===== src/rtl/laser_pkg.sv =====
// Shared encodings and lane geometry for the laser sweep obstacle.
package laser_pkg;

    typedef enum logic [1:0] {
        MODE_FWD  = 2'b00,
        MODE_PING = 2'b01,
        MODE_ALL  = 2'b10,
        MODE_RSVD = 2'b11
    } mode_t;

    typedef enum logic [1:0] {
        S_IDLE = 2'b00,
        S_GROW = 2'b01,
        S_HOLD = 2'b10
    } state_t;

    // Left core column of a lane; right core column is this plus one.
    function automatic logic [11:0] core_left(input int first_left, input int pitch, input int idx);
        return 12'(first_left + idx * pitch);
    endfunction

endpackage


===== src/rtl/laser_tick_counter.sv =====
// Terminal-count tick counter; wraps to zero on tc, clear has priority over enable.
module laser_tick_counter #(
    parameter int CW = 8
) (
    input  logic          pclk,
    input  logic          rst,
    input  logic          clr,
    input  logic          en,
    input  logic [CW-1:0] last,
    output logic          tc
);

    logic [CW-1:0] count;

    assign tc = en && (count == last);

    always_ff @(posedge pclk) begin
        if (rst || clr)
            count <= '0;
        else if (en)
            count <= tc ? '0 : count + CW'(1);
    end

endmodule


===== src/rtl/laser_sweep_obstacle.sv =====
// Laser obstacle generator: sweeps growing vertical beams across lanes and
// overlays them on the rgb stream, reporting beam pixels as obstacles.
module laser_sweep_obstacle
    import laser_pkg::*;
#(
    parameter int          N_LASERS     = 3,
    parameter int          FIRST_LEFT   = 411,
    parameter int          PITCH        = 100,
    parameter int          LASER_TOP    = 317,
    parameter int          LASER_BOTTOM = 617,
    parameter int          HW_MAX       = 25,
    parameter int          GROW_TICKS   = 3_250_000,
    parameter int          HOLD_TICKS   = 32_500_000,
    parameter logic [11:0] LASER_RGB    = 12'hfff
) (
    input  logic        pclk,
    input  logic        rst,
    input  logic [11:0] hcount_in,
    input  logic [11:0] vcount_in,
    input  logic [11:0] rgb_in,
    input  logic        start,
    input  logic        abort,
    input  logic [1:0]  mode,
    output logic [11:0] rgb_out,
    output logic [11:0] obstacle_x,
    output logic [11:0] obstacle_y,
    output logic        on_beam,
    output logic        working,
    output logic        done
);

    localparam int TMAX = (GROW_TICKS > HOLD_TICKS) ? GROW_TICKS : HOLD_TICKS;
    localparam int CW   = (TMAX > 1) ? $clog2(TMAX) : 1;
    localparam int LW   = (N_LASERS > 1) ? $clog2(N_LASERS) : 1;

    localparam logic [CW-1:0] GROW_LAST = CW'(GROW_TICKS - 1);
    localparam logic [CW-1:0] HOLD_LAST = CW'(HOLD_TICKS - 1);
    localparam logic [LW-1:0] LANE_LAST = LW'(N_LASERS - 1);
    localparam logic [11:0]   HW_FULL   = 12'(HW_MAX);
    localparam logic [11:0]   TOP_ROW   = 12'(LASER_TOP);
    localparam logic [11:0]   BOT_ROW   = 12'(LASER_BOTTOM);

    state_t        state, state_nx;
    mode_t         mode_q, mode_nx;
    logic [LW-1:0] lane, lane_nx;
    logic          dir, dir_nx;     // 0: lanes ascending, 1: descending (ping-pong return)
    logic [11:0]   hw, hw_nx;
    logic          done_nx;
    logic          seq_end;
    logic          tc;

    laser_tick_counter #(.CW(CW)) u_tick (
        .pclk (pclk),
        .rst  (rst),
        .clr  (state_nx != state),
        .en   (state != S_IDLE),
        .last ((state == S_HOLD) ? HOLD_LAST : GROW_LAST),
        .tc   (tc)
    );

    always_ff @(posedge pclk) begin
        if (rst) begin
            state  <= S_IDLE;
            mode_q <= MODE_FWD;
            lane   <= '0;
            dir    <= 1'b0;
            hw     <= '0;
            done   <= 1'b0;
        end else begin
            state  <= state_nx;
            mode_q <= mode_nx;
            lane   <= lane_nx;
            dir    <= dir_nx;
            hw     <= hw_nx;
            done   <= done_nx;
        end
    end

    always_comb begin
        state_nx = state;
        mode_nx  = mode_q;
        lane_nx  = lane;
        dir_nx   = dir;
        hw_nx    = hw;
        done_nx  = 1'b0;
        seq_end  = 1'b0;
        unique case (state)
            S_IDLE: begin
                if (start) begin
                    state_nx = S_GROW;
                    mode_nx  = (mode == MODE_RSVD) ? MODE_FWD : mode_t'(mode);
                    lane_nx  = '0;
                    dir_nx   = 1'b0;
                    hw_nx    = '0;
                end
            end
            S_GROW: begin
                if (tc) begin
                    hw_nx = hw + 12'd1;
                    if (hw + 12'd1 == HW_FULL)
                        state_nx = S_HOLD;
                end
            end
            S_HOLD: begin
                if (tc) begin
                    state_nx = S_GROW;
                    hw_nx    = '0;
                    if (mode_q == MODE_ALL || N_LASERS == 1) begin
                        seq_end = 1'b1;
                    end else if (mode_q == MODE_PING) begin
                        if (!dir && lane == LANE_LAST) begin
                            dir_nx  = 1'b1;
                            lane_nx = lane - LW'(1);
                        end else if (dir && lane == '0) begin
                            seq_end = 1'b1;
                        end else begin
                            lane_nx = dir ? lane - LW'(1) : lane + LW'(1);
                        end
                    end else begin
                        if (lane == LANE_LAST)
                            seq_end = 1'b1;
                        else
                            lane_nx = lane + LW'(1);
                    end
                    if (seq_end) begin
                        state_nx = S_IDLE;
                        lane_nx  = '0;
                        dir_nx   = 1'b0;
                        done_nx  = 1'b1;
                    end
                end
            end
            default: state_nx = S_IDLE;
        endcase
        // Abort outranks start, terminal counts and sequence end alike.
        if (abort) begin
            state_nx = S_IDLE;
            lane_nx  = '0;
            dir_nx   = 1'b0;
            hw_nx    = '0;
            done_nx  = 1'b0;
        end
    end

    assign working = (state != S_IDLE);

    logic [N_LASERS-1:0] hit;
    logic                row_ok;

    assign row_ok = (vcount_in >= TOP_ROW) && (vcount_in <= BOT_ROW);

    for (genvar i = 0; i < N_LASERS; i++) begin : g_lane
        localparam logic [11:0] CL = core_left(FIRST_LEFT, PITCH, i);
        logic lane_on;
        assign lane_on = working && (mode_q == MODE_ALL || lane == LW'(i));
        assign hit[i]  = lane_on && row_ok &&
                         (hcount_in >= CL - hw) && (hcount_in <= CL + 12'd1 + hw);
    end

    always_ff @(posedge pclk) begin
        if (rst) begin
            rgb_out    <= '0;
            obstacle_x <= '0;
            obstacle_y <= '0;
            on_beam    <= 1'b0;
        end else if (|hit) begin
            rgb_out    <= LASER_RGB;
            obstacle_x <= hcount_in;
            obstacle_y <= vcount_in;
            on_beam    <= 1'b1;
        end else begin
            rgb_out    <= rgb_in;
            obstacle_x <= '0;
            obstacle_y <= '0;
            on_beam    <= 1'b0;
        end
    end

endmodule


===== config.mk =====
export PLATFORM = sky130hd
export DESIGN_NAME = laser_sweep_obstacle
export DESIGN_NICKNAME = d
export VERILOG_FILES = /design/src/rtl/laser_pkg.sv /design/src/rtl/laser_tick_counter.sv /design/src/rtl/laser_sweep_obstacle.sv
export SDC_FILE = /design/constraint.sdc
export NUM_CORES = 1
export LEC_CHECK = 0
export BUFFER_PORTS_ARGS = -buffer_cell sky130_fd_sc_hd__buf_2
export CORE_MARGIN = 4
export CORE_UTILIZATION = 55
export DETAILED_ROUTE_END_ITERATION = 8
export PLACE_DENSITY = 0.88
export SYNTH_ARGS = -nofsm -noshare
export SYNTH_HDL_FRONTEND = slang
export SYNTH_SLANG_ARGS = --single-unit

===== constraint.sdc =====
create_clock -name pclk -period 4.1 [get_ports pclk]
set_input_delay 0.205 -clock pclk [delete_from_list [all_inputs] [get_ports pclk]]
set_output_delay 0.205 -clock pclk [all_outputs]
set_load 0.05 [all_outputs]

# Word level (Yosys, flattened, before mapping)
# Index checks and enable logic that the tools add are counted.
dict set report totals {
  out_inout_bits 39
  ff_bits 82
  inputBits 42
}
dict set report classes {
  n_bitwise 3
  add_sub_neg 10
  n_lt_le_gt_ge 8
  n_eq_ne 18
  mux 41
  reduce_logical 34
}
# cell count
set ops {}
lappend ops {{25-bit 2-to-1 mux} 2}
lappend ops {{12-bit 2-to-1 mux} 4}
lappend ops {{12-bit greater-or-equal comparator} 3}
lappend ops {{12-bit less-or-equal comparator} 3}
lappend ops {{12-bit case mux with 3 select lines} 1}
lappend ops {{2-bit 2-to-1 mux} 15}
lappend ops {{25-bit by 1-bit adder with 25-bit output, second input constant} 1}
lappend ops {{25-bit equality test} 1}
lappend ops {{10-bit by 12-bit adder with 12-bit output, first input constant} 2}
lappend ops {{9-bit by 12-bit subtractor with 12-bit output, first input constant} 2}
lappend ops {{1-bit logical AND} 16}
lappend ops {{1-bit 2-to-1 mux} 16}
lappend ops {{12-bit by 1-bit adder with 12-bit output, second input constant} 1}
lappend ops {{9-bit by 12-bit adder with 12-bit output, first input constant} 1}
lappend ops {{12-bit by 5-bit equality test with 1-bit output, second input constant} 1}
lappend ops {{12-bit by 9-bit greater-or-equal comparator with 1-bit output, second input constant} 1}
lappend ops {{12-bit by 10-bit less-or-equal comparator with 1-bit output, second input constant} 1}
lappend ops {{6-bit AND reduction} 2}
lappend ops {{10-bit by 12-bit subtractor with 12-bit output, first input constant} 1}
lappend ops {{2-bit equality test, second input constant} 4}
lappend ops {{2-bit by 1-bit equality test with 1-bit output, second input constant} 3}
lappend ops {{3-bit by 1-bit inequality test with 1-bit output, second input constant} 2}
lappend ops {{2-bit case mux with 3 select lines} 1}
lappend ops {{5-bit by 4-bit inequality test with 1-bit output, second input constant} 1}
lappend ops {{20 further kinds} 29}

# Longest topological paths before layout
dict set report logic_depth {
  depth_word 14
  ltp_mapped 15
  ltp_nobuf 14
}

# Cells and area by module
# From an unflattened synthesis, not the netlist that was laid out.
dict set report unflattened {
  cells_unflattened 710
  area_unflattened_um2 5955.7
}
# module seq_area_each_um2 cells_per_inst instances area_per_inst_um2
set modules_own_cells {}
lappend modules_own_cells {laser_sweep_obstacle 1141.1 546 1 4511.8}
lappend modules_own_cells {laser_tick_counter 500.5 164 1 1443.9}

# Least setup slack after synthesis
# Ideal clock, no wire load.
dict set report synth_timing {
  kind {reg2reg}
  from {register hw[4]}
  to {register rgb_out[10]}
  required_time_ps 3986
  stages_incl_launch_ff 15
  n_path_buf 2
  slack_ps 903
  arrival_ps 3083
  path_cell_list {dfxtp_1 -> buf_2 -> nand3_1 -> and3_1 -> nor2_1 -> xnor2_1 -> ha_1 -> nand4_1 -> or3b_2 -> o21bai_1 -> a31oi_1 -> nor4_1 -> o31a_1 -> buf_2 -> a21o_1}
}
dict set report synth_via {
  elab_chain_cells 6
  word_cells_on_any_way 20
  classes_between {add/sub (6); order compare (6); mux (1); reduce/logical (7)}
}
# element line_no
set synth_lines {}
lappend synth_lines {{from (decl)} laser_sweep_obstacle.sv:47} ;# logic [11:0] hw, hw_nx;
lappend synth_lines {{from (signal assigned)} laser_sweep_obstacle.sv:74} ;# hw <= hw_nx;
lappend synth_lines {{9-bit by 12-bit subtractor with 12-bit output or 10-bit by 12-bit subtractor with 12-bit output (tied branches)} laser_sweep_obstacle.sv:157} ;# (hcount_in >= CL - hw) && (hcount_in <= CL + 12'd1 + hw);
lappend synth_lines {{12-bit greater-or-equal comparator} laser_sweep_obstacle.sv:157}
lappend synth_lines {{1-bit logical AND} laser_sweep_obstacle.sv:156} ;# assign hit[i] = lane_on && row_ok &&
lappend synth_lines {{1-bit logical AND} laser_sweep_obstacle.sv:157}
lappend synth_lines {{3-bit OR reduction *} laser_sweep_obstacle.sv:166} ;# end else if (|hit) begin
lappend synth_lines {{12-bit 2-to-1 mux *} laser_sweep_obstacle.sv:166}
lappend synth_lines {{to (signal assigned)} laser_sweep_obstacle.sv:172} ;# rgb_out <= rgb_in;
lappend synth_lines {{to (decl)} laser_sweep_obstacle.sv:24} ;# output logic [11:0] rgb_out,
# Mark *: on every way between the ends. The rest lies on a longest branch, timed or not.
# A chain may end at the register's enable or synchronous reset.

# Worst setup path in the final report
dict set report layout_timing {
  from {register hw[4]}
  to {register obstacle_y[7]}
}
dict set report layout_via {
  elab_chain_cells 7
  word_cells_on_any_way 21
  classes_between {add/sub (6); order compare (6); bitwise (1); reduce/logical (8)}
}
# element line_no
set layout_lines {}
lappend layout_lines {{9-bit by 12-bit subtractor with 12-bit output or 10-bit by 12-bit subtractor with 12-bit output (tied branches)} laser_sweep_obstacle.sv:157}
lappend layout_lines {{12-bit greater-or-equal comparator} laser_sweep_obstacle.sv:157}
lappend layout_lines {{1-bit logical AND} laser_sweep_obstacle.sv:156}
lappend layout_lines {{1-bit logical AND} laser_sweep_obstacle.sv:157}
lappend layout_lines {{3-bit OR reduction *} laser_sweep_obstacle.sv:166}
lappend layout_lines {{1-bit NOT (no line) *} -}
lappend layout_lines {{2-bit OR reduction (no line) *} -}
lappend layout_lines {{to (signal assigned)} laser_sweep_obstacle.sv:169} ;# obstacle_y <= vcount_in;
lappend layout_lines {{to (decl)} laser_sweep_obstacle.sv:26} ;# output logic [11:0] obstacle_y,
# Marks and branches as above.

==> impl_metrics.tcl <==
set metrics [dict create \
    area_growth_pct 12.7 \
    yosysTopAreaCell "dfxtp_1" \
    dpl_worst_slack_ps 102 \
    gp_congestion 0.974 \
    syn-cell-area_um2 5420 \
    synth.area.top_cells "dfxtp_1 (30%), ha_1 (16%), xnor2_1 (4.5%), a21oi_1 (3.4%), xor2_1 (3.4%)" \
    grt_usage_pct 23.7 \
    synth_area_per_cell_um2 8.64 \
    drive_above_1_share_pct 19.5 \
    clk_pin_slew_ps 100 \
    grt_start_max_net_pins 36 \
    worstPathCellList "nand3_1 -> and3_1 -> nor2_1 -> xnor2_1 -> ha_1 -> nand4_1 -> or3b_2 -> o22ai_1 -> a31oi_1 -> nor4_1 -> o31a_2 -> and2_1" \
    slew_headroom_pct 37.9 \
    die_h_um 107 \
    clock_skew_ps 15.9 \
    synth-async-reset-ratio_pct 0 \
    seq_area_frac_synth_pct 30.3 \
    routedWlPerCell_um 16.2 \
    cp-start-kind "flip-flop" \
    cts.htree.levels 3 \
    tightest_slew_ps 927 \
    rows 35 \
    grt_pass1_wl_mm 22.1 \
    status "completed" \
    synth_seq_cells 82 \
    clock_latency_ps 380 \
    holdPathEnd "rgb_out[2]" \
    yosys_warnings 0 \
    drcViolationCount 0 \
    maxSlewViolCount 0 \
    grt_pass1_vias 4637 \
    hold_viol_final 0 \
    p_per_area_nw_per_um2 263 \
    timing.rr.end "obstacle_y[7]" \
    diodes 0 \
    hp-start "rgb_in[2]" \
    hpwlAfterDp_mm 10.5 \
    reg2regPathDepth 12 \
    drt-vias-per-instance 5.89 \
    cp_max_fo 35 \
    portBuffers 80 \
    finalWorstSetupSlack_ps 361 \
    detail-route-antenna-nets 0 \
    fin_crit_ps 3740 \
    synth_edf_count 0 \
    cp_data_arrival_time_ps 4060 \
    hold_path_class "in -> reg" \
    finalNetCount 816 \
    wl_mm 13.6 \
    cts_tree "done" \
    synth_top_area_share_pct 30.3 \
    cp-end-kind "flip-flop" \
    slowest_delay_ps 560 \
    start_util_pct 57.6 \
    drv_cap 0 \
    cts_root_buf "clkbuf_8" \
    fin_crit_sh_pct 91.2 \
    power.leakage_uw 0.00259 \
    vias 4939 \
    cts_buffer_depth 2 \
    hold_depth 2 \
    path_class "reg -> reg" \
    antenna_found_initial 0 \
    worstPathRequired_ps 4420 \
    ys_types 67 \
    rsz0062_at_grt "false" \
    syn_inst 627 \
    setup-violations-final 0 \
    cts_num_sinks 82 \
    setup_tns_ps 0 \
    hold_buffers 0 \
    synth_ff_type "dfxtp_1" \
    cts_resized 0 \
    core_area_um2 9420 \
    synth_commonest_cells "dfxtp_1 (82), ha_1 (70), nand2_1 (40)" \
    ios 81 \
    slowest_stage "o31a_2" \
    die_area_um2 11500 \
    ir_worst_vdd_v 0.000186 \
    cts_buffers 9 \
    gr-total-overflow 0 \
    yosysMostFrequentCell "dfxtp_1" \
    post_cts_buffers 0 \
    whs_ps 15.2 \
    fmax_mhz 267 \
    r2r_slack_ps 360 \
    first_iter_violations 336 \
    firstDrtPassIters 6 \
    die_w_um 107 \
    timing.rr.start "hw[4]" \
]
## power by group
part | internal [uW] | switching, uW | total, uW
Sequential | 806 | 4.47 | 810
Combinational | 69.6 | 131 | 201
Clock | 236 | 362 | 598
Total | 1110 | 498 | 1610
## routing by layer
layer  global-route usage, %  vias to the layer above  share of wire [%]
met5                       0                        -                  0
met4                    8.58                        0                1.9
met3                    4.56                       26                7.4
met1                    30.1                     2307                 41
met2                    39.9                      213                 49
li1                        -                     2393                  -
## critical path: cells and delay by family (launching register included)
kind | cells | cell delay, ps
DFF | 1 | 540
AOI/OAI and AO/OA | 3 | 800
xor gates and xnor gates | 1 | 140
adders and majority gates | 1 | 310
and+or+nand+nor | 7 | 1880
## kinds of logic (layout without fill, tap and decap cells)
logic type / after synthesis / after routing / share of synthesized area, %
AO/OA/AOI/OAI: 130 / 130 / 16.3
XOR/XNOR: 49 / 49 / 7.92
AND/OR/NAND/NOR: 240 / 240 / 24.9
adder cells (fa/ha/maj): 70 / 70 / 16.2
flip-flops: 82 / 82 / 30.3
buffers and inverters: 54 / 135 / 4.18
other: 1 / 2 / 0.0692
multiplexers: 1 / 1 / 0.208
## placed cells by master, fill, tap and decap left out, types with 3 or more instances in the layout
cell,instances
dfxtp_1,82
nor3_1,16
ha_1,70
nor2_2,21
nor2_1,39
xnor2_1,28
xor2_1,21
nand4b_1,3
o21ai_0,21
nor2b_1,5
nor4_1,9
nand3_1,20
and3_1,9
a32o_1,5
o31ai_1,5
nand2b_1,7
clkbuf_8,9
and2_1,23
o22ai_1,4
o21a_1,6
buf_2,80
a21oi_1,37
o211a_1,3
a21o_1,18
a31oi_1,8
nand2_1,40
inv_1,35
o211ai_1,3
nand4_1,16
nor3b_1,5
or2_2,3
or4_1,5
nor4_2,3
## worst max-delay path by stage
stage	start	endpoint	slack, ps	cells after the start
CTS	hw[4]	obstacle_y[7]	70	12
floorplan	hw[4]	rgb_out[10]	900	14
global placement	hw[4]	obstacle_y[2]	300	12
detailed placement	hw[4]	obstacle_y[0]	100	12
global route	hw[4]	obstacle_y[7]	60	12
finish	hw[4]	obstacle_y[7]	360	12
## layout make-up
| cell class | count | area [um^2] |
|---|---|---|
| inverter | 37 | 139 |
| multi-input combinational | 492 | 3560 |
| fill | 781 | 3310 |
| sequential | 82 | 1640 |
| clock buffer | 9 | 124 |
| tap | 129 | 161 |
| timing repair buffer | 82 | 415 |
| clock inverter | 7 | 70.1 |
## sequential cells by signal, summed over array words and instances, names as in the netlist
| name | count |
|---|---|
| lane | 2 |
| state | 2 |
| done | 1 |
| mode_q | 2 |
| on_beam | 1 |
| u_tick.count | 25 |
| hw | 12 |
| obstacle_y | 12 |
| dir | 1 |
| obstacle_x | 12 |
| rgb_out | 12 |
## metrics by stage
step	power [uW]	util, %	instance area [um^2]	cells
after floorplan	959	-	5420	628
after global placement	1020	62.8	5910	822
after detailed placement	1030	62.8	5910	822
after CTS	1620	64.9	6110	838
after global routing	1670	64.9	6110	838
final	1610	64.9	6110	838
Power figures use the tool's default switching activity.
